File: src/rtl/trace_capture_ctrl_pkg.sv
// Shared definitions for the trace capture sequencer.
// - cap_state_e  : 2-bit sequencer state encoding (also read back by the register block)
// - TRIG_SRC_*   : trigger source select codes, shared with the register decode
// - trig_select  : resolves the armed trigger condition from the selected source
package trace_capture_ctrl_pkg;

  typedef enum logic [1:0] {
    ST_IDLE      = 2'd0,
    ST_ARMED     = 2'd1,
    ST_CAPTURING = 2'd2,
    ST_DONE      = 2'd3
  } cap_state_e;

  localparam logic [1:0] TRIG_SRC_M3          = 2'd0;
  localparam logic [1:0] TRIG_SRC_MATCH       = 2'd1;
  localparam logic [1:0] TRIG_SRC_SW          = 2'd2;
  localparam logic [1:0] TRIG_SRC_M3_OR_MATCH = 2'd3;

  function automatic logic trig_select(input logic [1:0] src,
                                       input logic       m3_rise,
                                       input logic       match,
                                       input logic       sw);
    logic hit;
    case (src)
      TRIG_SRC_M3:    hit = m3_rise;
      TRIG_SRC_MATCH: hit = match;
      TRIG_SRC_SW:    hit = sw;
      default:        hit = m3_rise | match;
    endcase
    return hit;
  endfunction

endpackage

File: src/rtl/trace_capture_ctrl_trig_pulse_gen.sv
// Stretched trigger pulse generator.
// A start request produces a registered pulse lasting len+1 cycles, beginning
// the cycle after start. A later start restarts the count; kill drops it at once.
// Ports:
//   clk, rst_n  clock and asynchronous active-low reset
//   start       one-cycle request to (re)start the pulse
//   kill        one-cycle request to end the pulse immediately (wins over start)
//   len         pulse length minus one
//   O_pulse     registered pulse output
module trace_capture_ctrl_trig_pulse_gen #(
  parameter int pPULSE_WIDTH = 8
) (
  input  logic                    clk,
  input  logic                    rst_n,
  input  logic                    start,
  input  logic                    kill,
  input  logic [pPULSE_WIDTH-1:0] len,
  output logic                    O_pulse
);

  logic [pPULSE_WIDTH-1:0] remain;

  always_ff @(posedge clk or negedge rst_n) begin
    if (!rst_n) begin
      O_pulse <= 1'b0;
      remain  <= '0;
    end else if (kill) begin
      O_pulse <= 1'b0;
      remain  <= '0;
    end else if (start) begin
      O_pulse <= 1'b1;
      remain  <= len;
    end else if (O_pulse) begin
      // remain counts the high cycles still owed after the current one
      if (remain == '0) begin
        O_pulse <= 1'b0;
      end else begin
        remain <= remain - pPULSE_WIDTH'(1);
      end
    end
  end

endmodule

File: src/rtl/trace_capture_ctrl.sv
// Trace capture sequencer: arm -> wait for trigger -> capture -> done.
// Gates trace-event writes into the capture FIFO, drives the stretched trigger
// pulse, and stops capture on event limit, time limit, FIFO overflow or abort.
// Ports:
//   trace_clk, reset_n      clock and asynchronous active-low reset
//   I_arm/I_abort/I_sw_trig one-cycle host requests
//   I_trig_src              trigger source select (TRIG_SRC_*)
//   I_m3_trig               target trigger level, rising edge detected here
//   I_match_hit/I_match_mask per-rule pattern-match pulses and enables
//   I_max_events/I_max_time capture limits, 0 = unlimited
//   I_pulse_len             trigger pulse length minus one
//   I_event_valid/I_fifo_full trace event and FIFO backpressure
//   O_fifo_wr               FIFO write enable (combinational)
//   O_arm/O_capturing/O_done state indications
//   O_overflow              sticky lost-event flag
//   O_trig_out              stretched trigger pulse
//   O_event_count           events written in this capture
//
// state        | meaning
// ST_IDLE      | waiting for arm
// ST_ARMED     | waiting for the selected trigger condition
// ST_CAPTURING | writing trace events, counting time
// ST_DONE      | capture stopped, final count held until arm/abort
module trace_capture_ctrl
  import trace_capture_ctrl_pkg::*;
#(
  parameter int pMATCH_RULES = 8,
  parameter int pCOUNT_WIDTH = 16,
  parameter int pTIME_WIDTH  = 32,
  parameter int pPULSE_WIDTH = 8
) (
  input  logic                    trace_clk,
  input  logic                    reset_n,
  input  logic                    I_arm,
  input  logic                    I_abort,
  input  logic                    I_sw_trig,
  input  logic [1:0]              I_trig_src,
  input  logic                    I_m3_trig,
  input  logic [pMATCH_RULES-1:0] I_match_hit,
  input  logic [pMATCH_RULES-1:0] I_match_mask,
  input  logic [pCOUNT_WIDTH-1:0] I_max_events,
  input  logic [pTIME_WIDTH-1:0]  I_max_time,
  input  logic [pPULSE_WIDTH-1:0] I_pulse_len,
  input  logic                    I_event_valid,
  input  logic                    I_fifo_full,
  output logic                    O_fifo_wr,
  output logic                    O_arm,
  output logic                    O_capturing,
  output logic                    O_done,
  output logic                    O_overflow,
  output logic                    O_trig_out,
  output logic [pCOUNT_WIDTH-1:0] O_event_count
);

  cap_state_e              state;
  logic                    m3_q;
  logic [pTIME_WIDTH-1:0]  time_cnt;
  logic [pCOUNT_WIDTH-1:0] event_count;
  logic                    overflow;

  logic                    m3_rise;
  logic                    match;
  logic                    trig;
  logic                    capturing;
  logic                    wr;
  logic                    ovf_now;
  logic [pCOUNT_WIDTH-1:0] count_inc;
  logic                    ev_stop;
  logic                    tm_stop;
  logic                    pulse_start;

  assign m3_rise   = I_m3_trig & ~m3_q;
  assign match     = |(I_match_hit & I_match_mask);
  assign trig      = trig_select(I_trig_src, m3_rise, match, I_sw_trig);
  assign capturing = (state == ST_CAPTURING);

  // Abort suppresses both the write and the overflow flag in its cycle.
  assign wr        = capturing & I_event_valid & ~I_fifo_full & ~I_abort;
  assign ovf_now   = capturing & I_event_valid &  I_fifo_full & ~I_abort;
  assign count_inc = event_count + pCOUNT_WIDTH'(1);

  // The limiting write is itself performed; the stop takes effect next cycle.
  assign ev_stop = wr & (I_max_events != '0) & (count_inc == I_max_events);
  // time_cnt is 0 in the first capture cycle, so stopping at max-1 yields max cycles.
  assign tm_stop = (I_max_time != '0) & (time_cnt == I_max_time - pTIME_WIDTH'(1));

  assign pulse_start = (state == ST_ARMED) & trig & ~I_abort;

  always_ff @(posedge trace_clk or negedge reset_n) begin
    if (!reset_n) begin
      state       <= ST_IDLE;
      m3_q        <= 1'b0;
      time_cnt    <= '0;
      event_count <= '0;
      overflow    <= 1'b0;
    end else begin
      m3_q <= I_m3_trig;
      if (I_abort) begin
        state <= ST_IDLE;
      end else begin
        case (state)
          ST_IDLE, ST_DONE: begin
            if (I_arm) begin
              state       <= ST_ARMED;
              event_count <= '0;
              time_cnt    <= '0;
              overflow    <= 1'b0;
            end
          end
          ST_ARMED: begin
            if (trig) state <= ST_CAPTURING;
          end
          ST_CAPTURING: begin
            time_cnt <= time_cnt + pTIME_WIDTH'(1);
            if (wr)      event_count <= count_inc;
            if (ovf_now) overflow    <= 1'b1;
            if (ev_stop | tm_stop | ovf_now) state <= ST_DONE;
          end
          default: state <= ST_IDLE;
        endcase
      end
    end
  end

  trace_capture_ctrl_trig_pulse_gen #(
    .pPULSE_WIDTH(pPULSE_WIDTH)
  ) u_trig_pulse_gen (
    .clk     (trace_clk),
    .rst_n   (reset_n),
    .start   (pulse_start),
    .kill    (I_abort),
    .len     (I_pulse_len),
    .O_pulse (O_trig_out)
  );

  assign O_fifo_wr     = wr;
  assign O_arm         = (state == ST_ARMED);
  assign O_capturing   = capturing;
  assign O_done        = (state == ST_DONE);
  assign O_overflow    = overflow;
  assign O_event_count = event_count;

endmodule

File: config.mk
export PLATFORM = sky130hd
export DESIGN_NAME = trace_capture_ctrl
export DESIGN_NICKNAME = d
export VERILOG_FILES = /design/src/rtl/trace_capture_ctrl_pkg.sv /design/src/rtl/trace_capture_ctrl_trig_pulse_gen.sv /design/src/rtl/trace_capture_ctrl.sv
export SDC_FILE = /design/constraint.sdc
export NUM_CORES = 1
export LEC_CHECK = 0
export CAP_MARGIN = 20
export CORE_ASPECT_RATIO = 0.9
export CORE_MARGIN = 4
export CORE_UTILIZATION = 26
export CTS_CLUSTER_SIZE = 16
export DETAILED_ROUTE_END_ITERATION = 8
export PLACE_DENSITY = 0.45
export SLEW_MARGIN = 20
export SYNTH_ARGS = -nofsm -noshare
export SYNTH_HDL_FRONTEND = slang
export SYNTH_SLANG_ARGS = --single-unit
File: constraint.sdc
create_clock -name trace_clk -period 5.45 [get_ports trace_clk]
set_clock_uncertainty 0.15 [all_clocks]
set_input_delay 1.3625 -clock trace_clk [delete_from_list [all_inputs] [get_ports trace_clk]]
set_output_delay 1.3625 -clock trace_clk [all_outputs]
set_load 0.01 [all_outputs]
==> impl_metrics.json, run 1 <==
{
  "setup_tns_ps": 0,
  "rr_worst_depth": 8,
  "setup_violations": 0,
  "cts_resized": 0,
  "clockBufferDepth": 2,
  "worstSkewPairLatency_ps": 340,
  "route.detailed.drc": 0,
  "dp.final_hpwl_um": 11700,
  "antenna_left": 0,
  "cts_sinks": 61,
  "min_from": "O_event_count[15]$_DFFE_PN0P_",
  "num_antenna_cells": 0,
  "hold_path_class": "reg2reg",
  "grt.overflow.total": 0,
  "p_leak_nw": 2.47,
  "place_congestion": 0.858,
  "antenna_found_initial": 0,
  "drive_gt1_frac": 0.0592,
  "synth.avg_cell_area_um2": 8.43,
  "syn_nets": 683,
  "holdWs_ps": 380,
  "cts_tree": "done",
  "io_pins": 104,
  "grt_max_degree": 37,
  "slew_viol_final": 0,
  "fmax_mhz": 221,
  "h-tree-depth": 3,
  "synth_area_mm2": 0.00500,
  "synthArstFlopShare": 1.00,
  "crit_required_ps": 5520,
  "hold_viol": 0,
  "slowest_delay_ps": 580,
  "total_power_mw": 1.59,
  "hold_depth": 1,
  "port_buffers": 103,
  "ys_seq_area_frac": 0.305,
  "ys_top_cells_by_count": "nor2_1, dfrtp_1, o21ai_0, xnor2_1, xor2_1",
  "fin_cells": 937,
  "synth_edf_count": 0,
  "slew_headroom": 0.438,
  "finalWirelength_um": 15300,
  "start_kind": "primary input",
  "min_to": "O_event_count[15]$_DFFE_PN0P_",
  "place_ws_ps": 588,
  "path_max_fanout": 11,
  "period_share": 0.830,
  "ff2ff_setup_slack_ps": 1950,
  "initial_core_util": 0.268,
  "status": "finished, final reports clean",
  "peakVddDrop_v": 0.000116,
  "rsz0062_at_grt": "false",
  "drt_pre_antenna_iters": 5,
  "critPathKind": "in2reg",
  "via_count": 4824,
  "r2r_end": "state[0]$_DFFE_PN0P_",
  "powerDensity_mw_per_mm2": 243,
  "fin_crit_ps": 4520,
  "syn_inst": 593,
  "synth_warnings": 0,
  "ys.flop_type": "dfrtp_1",
  "grt_pass1_wl_um": 25300,
  "drv_cap": 0,
  "area_growth_pct": 31.0,
  "avgRoutedWirePerCell_um": 16.3,
  "routed_via_density": 5.15,
  "core-area_mm2": 0.0186,
  "clk_pin_slew_ps": 60,
  "place_inst": 921,
  "slowest_stage": "clkdlybuf4s50_1",
  "row_count": 47,
  "crit_path_cell_trace": "clkdlybuf4s50_1 -> inv_1 -> ha_1 -> nor2b_1 -> nand4_1 -> or3_1 -> xnor2_1 -> or4_1 -> nor4_2 -> a41oi_2 -> mux2_1",
  "drtIter0Drc": 294,
  "nNetsFinal": 777,
  "die_h_um": 140,
  "fin_ws_ps": 929,
  "cts_buffers": 9,
  "fillers": 1915,
  "post-cts-setup-buffer-count": 0,
  "grt_usage": 0.144,
  "tightest_slew_ps": 836,
  "cts-root-buf": "clkbuf_16",
  "ys_ff_latch": 61,
  "synth.area.top_cells": "dfrtp_1, xnor2_1, xor2_1",
  "grt_pass1_vias": 4781,
  "rr_startpoint": "O_event_count[4]$_DFFE_PN0P_",
  "cp-end-kind": "flop",
  "yosysTopAreaCell": "dfrtp_1",
  "dieWidth_um": 154,
  "dieArea_mm2": 0.0215,
  "worstPathArrival_ps": 4590,
  "synth.top_cell.area_share": 0.305,
  "synth_cell_types": 64,
  "postCtsHoldBufs": 0,
  "synth_most_common_cell": "nor2_1"
}
through the flow:
stage,instance area (µm²),util
after floorplan,5000,-
after global placement,6240,0.335
after detailed placement,6240,0.335
after CTS,6540,0.351
after global routing,6550,0.351
final,6550,0.351
metal layers:
layer / global-route usage / part of all wire / up-vias
met5: 0 / 0 / -
met4: 0.0376 / 0.013 / 0
met3: 0.0438 / 0.078 / 13
li1: - / - / 2370
met2: 0.209 / 0.42 / 156
met1: 0.208 / 0.49 / 2285
worst max path at each step:
stage / cells past startpoint / slack [ps] / endpoint / from
after floorplan: 11 / 1610 / state[0]$_DFFE_PN0P_ / I_max_time[0]
final: 11 / 930 / state[0]$_DFFE_PN0P_ / I_max_time[0]
after detailed placement: 11 / 590 / state[0]$_DFFE_PN0P_ / I_max_time[0]
after global placement: 11 / 700 / state[0]$_DFFE_PN0P_ / I_max_time[0]
after global routing: 11 / 760 / state[1]$_DFFE_PN0P_ / I_max_time[0]
after CTS: 11 / 950 / state[0]$_DFFE_PN0P_ / I_max_time[0]
flip-flops by register name, indices dropped and copies added (netlist names):
name                      cells
time_cnt                     32
u_trig_pulse_gen.remain       8
m3_q                          1
u_trig_pulse_gen.O_pulse      1
state                         2
O_event_count                16
O_overflow                    1
layout make-up:
cell class                 instances  area (µm²)  share of cell area
clock buffer                       9         225              0.0344
clock inverter                     7        75.1              0.0115
inverter                          17        63.8             0.00975
multi-input combinational        491        3290               0.503
sequential                        61        1530               0.233
tap                              245         307              0.0468
timing repair buffer             107        1060               0.161
cell families after synthesis:
kind of cell,after synthesis,share of synthesized area
adder cells (fa/ha/maj),8,0.0200
XOR/XNOR,89,0.156
buffers and inverters,41,0.0373
multiplexers,8,0.0168
flip-flops,61,0.305
AO/OA/AOI/OAI,122,0.157
AND/OR/NAND/NOR,264,0.307
report_power, final:
group | total (mW) | switching (mW) | internal [mW]
logic | 0.465 | 0.256 | 0.209
registers | 0.543 | 0.0473 | 0.496
clock network | 0.581 | 0.226 | 0.355
cells in the final DEF, fill, tap and decap left out, drive strengths merged, types with 16 or more instances in the layout:
cell,n
nand4,20
o21ai,47
a21oi,18
xor2,44
or3,16
nand2,31
dfrtp,61
inv,18
nand3,31
nor4,23
clkdlybuf4s50,102
nor2,64
xnor2,45
critical path: cells and delay by family:
kind / cells / cell delay, ps
mux: 1 / 350
xor+xnor: 1 / 130
simple gates: 5 / 1450
compound gates: 1 / 200
fa+ha+maj: 1 / 390
buf+inv: 2 / 700
Note: power is estimated with default switching activity, not from simulation.
==> run 2: changes to the inputs <==
Settings changed: PLACE_DENSITY 0.45 to 0.47.
Clock period 5.45 ns to 3.86 ns, I/O delays scaled along.
==> impl_metrics.json, run 2 (synthesized netlist as in run 1, its figures left out) <==
{
  "status": "finished, final reports clean",
  "dieWidth_um": 154,
  "nNetsFinal": 818,
  "grt_usage": 0.142,
  "path_max_fanout": 2,
  "core-area_mm2": 0.0186,
  "grt_pass1_wl_um": 25400,
  "antenna_left": 0,
  "slowest_stage": "or4_1",
  "crit_path_cell_trace": "clkdlybuf4s50_1 -> inv_1 -> ha_1 -> nor2b_1 -> nand4_1 -> or3_1 -> xnor2_1 -> or4_1 -> nor4_2 -> a41oi_2 -> mux2_1",
  "path_buf_inv": 2,
  "worstSkewPairLatency_ps": 330,
  "initial_core_util": 0.268,
  "total_power_mw": 2.19,
  "rr_startpoint": "O_event_count[0]$_DFFE_PN0P_",
  "cts_buffers": 9,
  "worstPathArrival_ps": 3700,
  "clockBufferDepth": 2,
  "die_h_um": 140,
  "layout_commonest_cell": "clkdlybuf4s50_1",
  "cp_top_family": "simple AND/OR/NAND/NOR gates",
  "avgRoutedWirePerCell_um": 15.7,
  "regMostFlops": "time_cnt",
  "cts_tree": "done",
  "largest_reg_flops": 32,
  "via_count": 4941,
  "fmax_mhz": 275,
  "period_share": 0.943,
  "fillers": 1892,
  "dp.final_hpwl_um": 12000,
  "critPathKind": "in2reg",
  "layout.cells.most_common_list": "clkdlybuf4s50_1, nor2_1, dfrtp_1",
  "min_from": "O_event_count[15]$_DFFE_PN0P_",
  "place_congestion": 0.881,
  "hold_viol": 0,
  "slew_headroom": 0.553,
  "grt_pass1_vias": 5023,
  "h-tree-depth": 3,
  "cts-root-buf": "clkbuf_16",
  "grt_max_degree": 45,
  "grt.overflow.total": 0,
  "crit_required_ps": 3920,
  "tightest_slew_ps": 668,
  "start_kind": "primary input",
  "clk_pin_slew_ps": 50,
  "drt_pre_antenna_iters": 5,
  "drive_gt1_frac": 0.108,
  "rr_worst_depth": 10,
  "cp-end-kind": "flop",
  "dieArea_mm2": 0.0215,
  "num_antenna_cells": 0,
  "setup_violations": 0,
  "p_leak_nw": 2.67,
  "placed_cell_area_mm2": 0.00655,
  "area_growth_pct": 36.5,
  "peakVddDrop_v": 0.000171,
  "row_count": 47,
  "rsz0062_at_grt": "false",
  "postCtsHoldBufs": 0,
  "port_buffers": 103,
  "route.detailed.drc": 0,
  "drv_cap": 0,
  "hold_path_class": "reg2reg",
  "cts_sinks": 61,
  "slew_viol_final": 0,
  "antenna_found_initial": 0,
  "finalWirelength_um": 15300,
  "slowest_delay_ps": 510,
  "post-cts-setup-buffer-count": 0,
  "min_to": "O_event_count[15]$_DFFE_PN0P_",
  "hold_depth": 1,
  "postLayoutCellArea_mm2": 0.00682,
  "drtIter0Drc": 269,
  "r2r_end": "state[1]$_DFFE_PN0P_",
  "ff2ff_setup_slack_ps": 600,
  "routed_via_density": 5.06,
  "cts_resized": 0,
  "io_pins": 104,
  "powerDensity_mw_per_mm2": 321,
  "fin_crit_ps": 3640
}
-- run 2: through the flow --
stage	worst slack, ps	setup TNS [ps]	instances	hold WS, ps	util
3_3_place_gp	-102	-203	962	378	0.351
4_1_cts	187	0	976	385	0.366
6_report	222	0	976	384	0.366
3_5_place_dp	-158	-312	962	368	0.351
2_1_floorplan	422	0	593	366	-
5_1_grt	11.0	0	976	397	0.366
-- run 2: how the worst max path moves through the flow --
stage                       start  slack [ps]  depth (start not counted)                    to
detailed placement  I_max_time[9]        -160                         10  state[1]$_DFFE_PN0P_
finish              I_max_time[1]         220                         11  state[1]$_DFFE_PN0P_
global placement    I_max_time[9]        -100                         10  state[1]$_DFFE_PN0P_
floorplan           I_max_time[0]         420                         11  state[0]$_DFFE_PN0P_
CTS                 I_max_time[9]         190                         10  state[0]$_DFFE_PN0P_
global route        I_max_time[0]          10                         11  state[1]$_DFFE_PN0P_
-- run 2: worst reg2reg max path, cell delays in order, from the launching register on --
cell and delay, ps:
dfrtp_1 510, ha_1 320, nand3_1 210, or4_1 510, xnor2_1 150, nor4_1 310, nand4_1 200, a21oi_1 210
buf_4 150, a41oi_2 60, mux2_1 350
-- run 2: metal layers --
metal	vias up	global-route usage	routed length [µm]
met3	13	0.0388	1050
met5	-	0	0
met1	2339	0.202	7640
met4	0	0.0367	173
met2	143	0.213	6490
li1	2446	-	-
-- run 2: area by class of cell --
cell class	instances	area, µm²	share of cell area
Clock buffer	12	256	0.0376
Clock inverter	2	10.0	0.00147
Inverter	17	63.8	0.00935
Multi-Input combinational cell	491	3290	0.483
Sequential cell	61	1530	0.224
Tap cell	245	307	0.0449
Timing Repair Buffer	148	1370	0.200
-- run 2: power breakdown --
group | internal (mW) | switching, mW
clock | 0.460 | 0.279
sequential | 0.701 | 0.0673
combinational | 0.319 | 0.364
